File: config.mk
export PLATFORM = sky130hd
export DESIGN_NAME = wb_arbiter
export DESIGN_NICKNAME = d
export VERILOG_FILES = /design/src/rtl/wb_arbiter.sv
export SDC_FILE = /design/constraint.sdc
export NUM_CORES = 1
export LEC_CHECK = 0
export CAP_MARGIN = 5
export CELL_PAD_IN_SITES_DETAIL_PLACEMENT = 1
export CELL_PAD_IN_SITES_GLOBAL_PLACEMENT = 1
export CORE_MARGIN = 2
export CORE_UTILIZATION = 29
export CTS_BUF_LIST = sky130_fd_sc_hd__clkbuf_4 sky130_fd_sc_hd__clkbuf_8
export CTS_CLUSTER_SIZE = 10
export DETAILED_ROUTE_END_ITERATION = 8
export PLACE_DENSITY = 0.95
export RECOVER_POWER = 100
export SYNTH_ARGS = -nofsm -noshare
export SYNTH_HDL_FRONTEND = slang
export SYNTH_SLANG_ARGS = --single-unit
export TNS_END_PERCENT = 1
File: constraint.sdc
create_clock -name clk -period 4.65 [get_ports clk]
set_clock_uncertainty 0.15 [all_clocks]
set_input_delay 0.93 -clock clk [delete_from_list [all_inputs] [get_ports clk]]
set_output_delay 0.93 -clock clk [all_outputs]
set_load 0.01 [all_outputs]
File: src/rtl/wb_arbiter.sv
// wb_arbiter: shares the register-file write port among mem, fpu and alu producers.
// Fixed priority mem > fpu > alu with starvation promotion; the winning write is registered.
module wb_arbiter #(
    parameter int unsigned DW           = 32,
    parameter int unsigned RW           = 7,
    parameter int unsigned STARVE_LIMIT = 4
) (
    input  logic          clk,
    input  logic          rst,

    input  logic          mem_valid,
    input  logic [RW-1:0] mem_rd,
    input  logic [DW-1:0] mem_data,
    output logic          mem_ready,

    input  logic          fpu_valid,
    input  logic [RW-1:0] fpu_rd,
    input  logic [DW-1:0] fpu_data,
    output logic          fpu_ready,

    input  logic          alu_valid,
    input  logic [RW-1:0] alu_rd,
    input  logic [DW-1:0] alu_data,
    output logic          alu_ready,

    output logic          wb_we,
    output logic [RW-1:0] wb_rd,
    output logic [DW-1:0] wb_data,
    output logic          wb_stall
);

    localparam int unsigned    CW    = $clog2(STARVE_LIMIT + 1);
    localparam logic [CW-1:0]  LIMIT = CW'(STARVE_LIMIT);
    // Top bit of the rd tag marks a real register write.
    localparam int unsigned    VB    = RW - 1;

    typedef enum logic [1:0] {
        SRC_NONE,
        SRC_MEM,
        SRC_FPU,
        SRC_ALU
    } src_e;

    logic [CW-1:0] mem_wait;
    logic [CW-1:0] fpu_wait;
    logic [CW-1:0] alu_wait;

    logic          mem_cand;
    logic          fpu_cand;
    logic          alu_cand;
    logic          mem_starved;
    logic          fpu_starved;
    logic          alu_starved;

    src_e          win;
    logic [RW-1:0] sel_rd;
    logic [DW-1:0] sel_data;

    assign mem_cand    = mem_valid & mem_rd[VB];
    assign fpu_cand    = fpu_valid & fpu_rd[VB];
    assign alu_cand    = alu_valid & alu_rd[VB];

    assign mem_starved = mem_cand & (mem_wait == LIMIT);
    assign fpu_starved = fpu_cand & (fpu_wait == LIMIT);
    assign alu_starved = alu_cand & (alu_wait == LIMIT);

    // Starved candidates outrank everyone; within each tier the order is mem, fpu, alu.
    always_comb begin
        win = SRC_NONE;
        if (mem_starved)      win = SRC_MEM;
        else if (fpu_starved) win = SRC_FPU;
        else if (alu_starved) win = SRC_ALU;
        else if (mem_cand)    win = SRC_MEM;
        else if (fpu_cand)    win = SRC_FPU;
        else if (alu_cand)    win = SRC_ALU;
    end

    always_comb begin
        sel_rd   = '0;
        sel_data = '0;
        case (win)
            SRC_MEM: begin
                sel_rd   = mem_rd;
                sel_data = mem_data;
            end
            SRC_FPU: begin
                sel_rd   = fpu_rd;
                sel_data = fpu_data;
            end
            SRC_ALU: begin
                sel_rd   = alu_rd;
                sel_data = alu_data;
            end
            default: begin
                sel_rd   = '0;
                sel_data = '0;
            end
        endcase
    end

    // Null-tag requests are acknowledged immediately without taking the port.
    assign mem_ready = rst & ((win == SRC_MEM) | (mem_valid & ~mem_rd[VB]));
    assign fpu_ready = rst & ((win == SRC_FPU) | (fpu_valid & ~fpu_rd[VB]));
    assign alu_ready = rst & ((win == SRC_ALU) | (alu_valid & ~alu_rd[VB]));
    assign wb_stall  = rst & alu_valid & ~alu_ready;

    function automatic logic [CW-1:0] next_wait(
        input logic          valid,
        input logic          cand,
        input logic          granted,
        input logic [CW-1:0] cnt
    );
        if (!valid || granted) return '0;
        if (cand && (cnt != LIMIT)) return cnt + CW'(1);
        return cnt;
    endfunction

    always_ff @(posedge clk or negedge rst) begin
        if (!rst) begin
            wb_we    <= 1'b0;
            wb_rd    <= '0;
            wb_data  <= '0;
            mem_wait <= '0;
            fpu_wait <= '0;
            alu_wait <= '0;
        end else begin
            wb_we <= (win != SRC_NONE);
            if (win != SRC_NONE) begin
                wb_rd   <= sel_rd;
                wb_data <= sel_data;
            end
            mem_wait <= next_wait(mem_valid, mem_cand, win == SRC_MEM, mem_wait);
            fpu_wait <= next_wait(fpu_valid, fpu_cand, win == SRC_FPU, fpu_wait);
            alu_wait <= next_wait(alu_valid, alu_cand, win == SRC_ALU, alu_wait);
        end
    end

endmodule

### Word-level counts from Yosys, hierarchy flattened

Cells that the tools add are included.

| word-level totals | value |
|---|---|
| word-level logic and storage cells | 81 |
| bits of input ports | 122 |
| flip-flop bits (word level) | 49 |
| output and inout bits | 44 |

| cells by class | value |
|---|---|
| bitwise logic cells | 21 |
| mux-type cells | 29 |
| add/sub/neg operators | 3 |
| reductions and logical operators | 13 |
| equal/unequal tests | 9 |

Operator list:

| kind | count |
|---|---|
| $pmux W32 S3 | 1 |
| $mux W3 | 12 |
| $pmux W7 S3 | 1 |
| $and A1 B1 Y1 | 14 |
| $mux W2 | 6 |
| $add A3 B1 Y3 const B | 3 |
| $eq A3 B3 Y1 const B | 3 |
| $mux W1 | 9 |
| $ne A3 B3 Y1 const B | 3 |
| $reduce_bool A2 Y1 | 4 |
| $eq A2 B2 Y1 const B | 2 |
| $not A1 Y1 | 4 |
| $logic_and A1 B1 Y1 | 3 |
| $logic_not A1 Y1 | 3 |
| $logic_or A1 B1 Y1 | 3 |
| $or A1 B1 Y1 | 3 |
| $eq A2 B1 Y1 const B | 1 |

### Depth between registers and ports, before layout

| logic depth | value |
|---|---|
| depth in word-level cells | 13 |
| gate-level depth with buffers | 8 |

### Worst setup path after synthesis

No wires, ideal clock.

| path | value |
|---|---|
| path type | in2out |
| start point | input port fpu_rd[6] |
| end point | output port alu_ready |
| path slack | 1678 ps |
| arrival | 1892 ps |
| data required time | 3570 ps |
| cell stages on the path | 6 |
| cell sequence | buf_2 nand4_1 nand2_1 nor2_1 buf_2 o21a_1 |

| between the ends | value |
|---|---|
| word-level cells in the longest chain between the ends | 9 |

RTL lines:

| what | RTL line | source |
|---|---|---|
| start: declaration | 17 | `input logic [RW-1:0] fpu_rd,` |
| $and A1 B1 Y1 (*) | 60 | `assign fpu_cand = fpu_valid & fpu_rd[VB];` |
| $mux W2 | 74 | `else if (fpu_cand) win = SRC_FPU;` |
| $mux W2 | 73 | `else if (mem_cand) win = SRC_MEM;` |
| $mux W2 | 72 | `else if (alu_starved) win = SRC_ALU;` |
| $mux W2 (*) | 71 | `else if (fpu_starved) win = SRC_FPU;` |
| $mux W2 (*) | 70 | `if (mem_starved) win = SRC_MEM;` |
| $eq A2 B2 Y1 (*) | 104 | `assign alu_ready = rst & ((win == SRC_ALU) \| (alu_valid & ~alu_rd[VB]));` |
| $or A1 B1 Y1 (*) | 104 |  |
| $and A1 B1 Y1 (*) | 104 |  |
| end: declaration | 24 | `output logic alu_ready,` |

Every way passes the cells marked *; elsewhere a longest branch is shown, timed or not.

### Worst setup path after layout

| path | value |
|---|---|
| start point | input port fpu_rd[6] |
| end point | output port fpu_ready |

| between the ends | value |
|---|---|
| word-level cells in the longest chain between the ends | 9 |

RTL lines:

| what | RTL line | source |
|---|---|---|
| $and A1 B1 Y1 | 60 |  |
| $mux W2 | 74 |  |
| $mux W2 | 73 |  |
| $mux W2 | 72 |  |
| $mux W2 | 71 |  |
| $mux W2 | 70 |  |
| $eq A2 B2 Y1 | 103 | `assign fpu_ready = rst & ((win == SRC_FPU) \| (fpu_valid & ~fpu_rd[VB]));` |
| $or A1 B1 Y1 (*) | 103 |  |
| $and A1 B1 Y1 (*) | 103 |  |
| end: declaration | 19 | `output logic fpu_ready,` |

Marks and branches as above.

==> summary.txt <==
Timing
  – Worst slew margin: -35.7%
  – Final setup margin: 513 ps
  – Fin Setup TNS: 0 ps
  – Min cycle time layout: between 4000 and 5000 ps
  – RSZ-0062 raised after global routing: no
  – Max-slew violations: 42
  – Max Clk Rate: roughly 240 MHz
  – Slew @ Worst Pin: about 2000 ps
  – Hold Fails Final Rpt: 0
  – Final Setup Violations: 0
  – Final worst path period share: between 80% and 90%

CTS
  – Setup Buffers After CTS: 0
  – Cts bufs inserted: 5
  – CTS tree: done
  – CTS Hold Bufs: 0
  – Post-CTS Resized: 0
  – Worst skew pair latency: ~290 ps
  – Clk root buf: clkbuf_8
  – Reg clk slew, reported paths: 90 ps
  – Clock Tree Buf Depth: 2
  – H-tree depth: 2
  – CTS Sinks: approximately 50

Yosys
  – Synth top area share: around 45%
  – Sequential fraction of the synthesis area: 45.0%
  – Ys async rst share: 100%
  – Mapped Cells: between 200 and 300
  – Synthesized area: 2730 um2
  – Multiplexer share of the synthesized area: less than 1%
  – Compound-Gate Fraction of Synth Area: 25.8%
  – Yosys warning count: 0
  – Synthesis-stage register bit count: ~50
  – Synth Net Count: around 420
  – Fraction of the mapped netlist area in adder cells: under 10%
  – Area contributors post-synth: dfrtp_1 (45%), a221o_1 (14%), nand2_1 (12%), o22ai_1 (8.7%), buf_2 (3.1%)
  – Top FF cell, synth: dfrtp_1
  – Combinational family with the most area after synthesis: compound AO/OA/AOI/OAI gates
  – Synth area leader: dfrtp_1
  – Post-synth EDFFs: 0
  – Syn avg cell area: between 9 and 10 um2
  – Synth Area in XOR/XNOR: approximately 1.6%
  – Number of library cell types mapped by synthesis: 32
  – Simple-gate area share of the yosys netlist: a little under a fifth

Drt
  – DR vias: ~3000
  – DRT antenna net count: 0
  – DRT Pass-1 Iters: 4
  – Post-route DRC: 0
  – Wire per inst: between 15 and 20 um
  – DRT iter0 DRCs: 72
  – Vias per Instance: ~5.3
  – Routed wire length: between 10000 and 15000 um

Run status
  – Outcome: finished, violations left
  – Failing checks: max-capacitance violations, max-slew violations

Worst setup path
  – Crit path cell chain: dlygate4sd3_1 > nand4_1 > or2b_1 > a21boi_0 > dlygate4sd3_1
  – Req. time, crit path: ~3600 ps
  – Most frequent CP cell: dlygate4sd3_1
  – Startpoint Class: primary input
  – Max incr delay on CP: between 700 and 800 ps
  – Bufs and invs on worst path: 2
  – CP Capture Type: output port
  – CP delay by family, top: buffers and inverters
  – Worst EP arrival: about 3100 ps
  – CP max stage cell: dlygate4sd3_1
  – CP Class: primary input to output port
  – Crit-path max FO: 9

Power
  – Worst VDD drop: ~0.00012 V
  – PD cells: roughly 250 nW/um2
  – Total Power: about 1100 uW
  – Leak pwr: 0.00185 uW

Finish
  – Nets: around 580
  – Leading cell type in the layout, fill and taps excluded: clkdlybuf4s50_1
  – Post-route cell area: approximately 4500 um2
  – Area Overhead vs Synth: 65.9%
  – Total inserted antenna cells: 0
  – Final Non-Filler Cells: approximately 560
  – Most frequent cells in the layout: clkdlybuf4s50_1 (119), nand2_1 (89), dfrtp_1 (49)
  – Share of cells above drive strength 1: 3.98%

Place
  – HPWL after DPL: ~7700 um
  – Placed cell area: approximately 4400 um2
  – Port bufs: 165
  – GPL Wtd Cong: just under 0.8
  – Placed cell count: roughly 560
  – Place WS: 647 ps

Global routing
  – First-pass GRT wire length: 16400 um
  – Gr ovfl total: 0
  – Met2 usage: between 30% and 40%
  – Vias in the first global route: ~3300
  – Initial antenna violation count: 0
  – GRT busiest layer: met2
  – GR met1 Demand/Resource: ~23%
  – Total GRT Usage: around 20%
  – M3 GR Usage: approximately 4.2%
  – Pin count of the biggest net entering global routing: 42

Min path
  – Min-Delay Path Class: flip-flop to flip-flop

Floorplanning
  – Die height: 101 um
  – # rows: 35
  – Die width: 101 um
  – I/O pin count: between 150 and 200
  – Die area: ~10000 um2
  – Initial Util: 29.6%
  – Core footprint: between 9000 and 10000 um2

Flow run
  – Max Cap Viol: 1
==> cell families after synthesis <==
family                     count (synthesis)
muxes                                      1
DFF                                       49
adders and majority gates                  6
buffers and inverters                     32
and+or+nand+nor                          116
xor gates and xnor gates                   5
AOI/OAI and AO/OA                         87
==> layout make-up <==
cell class              count  area (um2)
multi-input cells         215        1340
well taps                 111         139
flip-flops and latches     49        1230
repair buffers            173        1690
fillers                  1058        4680
clock buffers               6        76.3
clock inverters             2        15.0
inverters                   7        26.3
==> registers in the layout, summed over array words and instances (netlist names) <==
register,count
wb_we,1
fpu_wait,3
wb_rd,7
mem_wait,3
wb_data,32
alu_wait,3
==> synthesized netlist by cell type (2+ instances only) <==
library cell / number
nand2_1: 89
nor2_1: 5
a21oi_1: 3
inv_1: 7
nand4_1: 2
dfrtp_1: 49
nand3_1: 6
xnor2_1: 3
and2_1: 4
a21boi_0: 2
clkbuf_1: 5
xor2_1: 2
o22ai_1: 38
a221o_1: 38
buf_8: 2
ha_1: 6
nor3_1: 2
buf_2: 17
nor3b_1: 3
==> routing by layer <==
layer	vias to the layer above	wire, um
li1	1401	-
met1	1499	4120
met2	99	5640
met3	12	557
met4	0	189
met5	-	0
==> report_power, final <==
part / internal, uW / total, uW / switching [uW] / leakage [uW]
clock: 112 / 261 / 149 / 0.0000408
combinational: 215 / 366 / 151 / 0.00120
sequential: 475 / 503 / 27.1 / 0.000609
total: 803 / 1130 / 327 / 0.00185
==> metrics by stage <==
stage	hold WS [ps]	util (%)
6_report	352	49.2
5_1_grt	379	49.2
4_1_cts	364	49.4
3_5_place_dp	336	48.4
3_3_place_gp	302	48.4
2_1_floorplan	354	-
==> path summary, 6_finish.rpt <==
path	from	to	slack, ps	cells after the start
max in group asynchronous	rst	alu_wait[0]	1520	2
worst min register to register	wb_rd[6]	wb_rd[6]	350	1
worst max-delay path	fpu_rd[6]	fpu_ready	510	5
worst max register to register	fpu_wait[0]	wb_data[21]	1430	7
min in group asynchronous	rst	wb_data[15]	810	1
worst min-delay path	wb_rd[6]	wb_rd[6]	350	1
(Power assumes the default switching activity.)
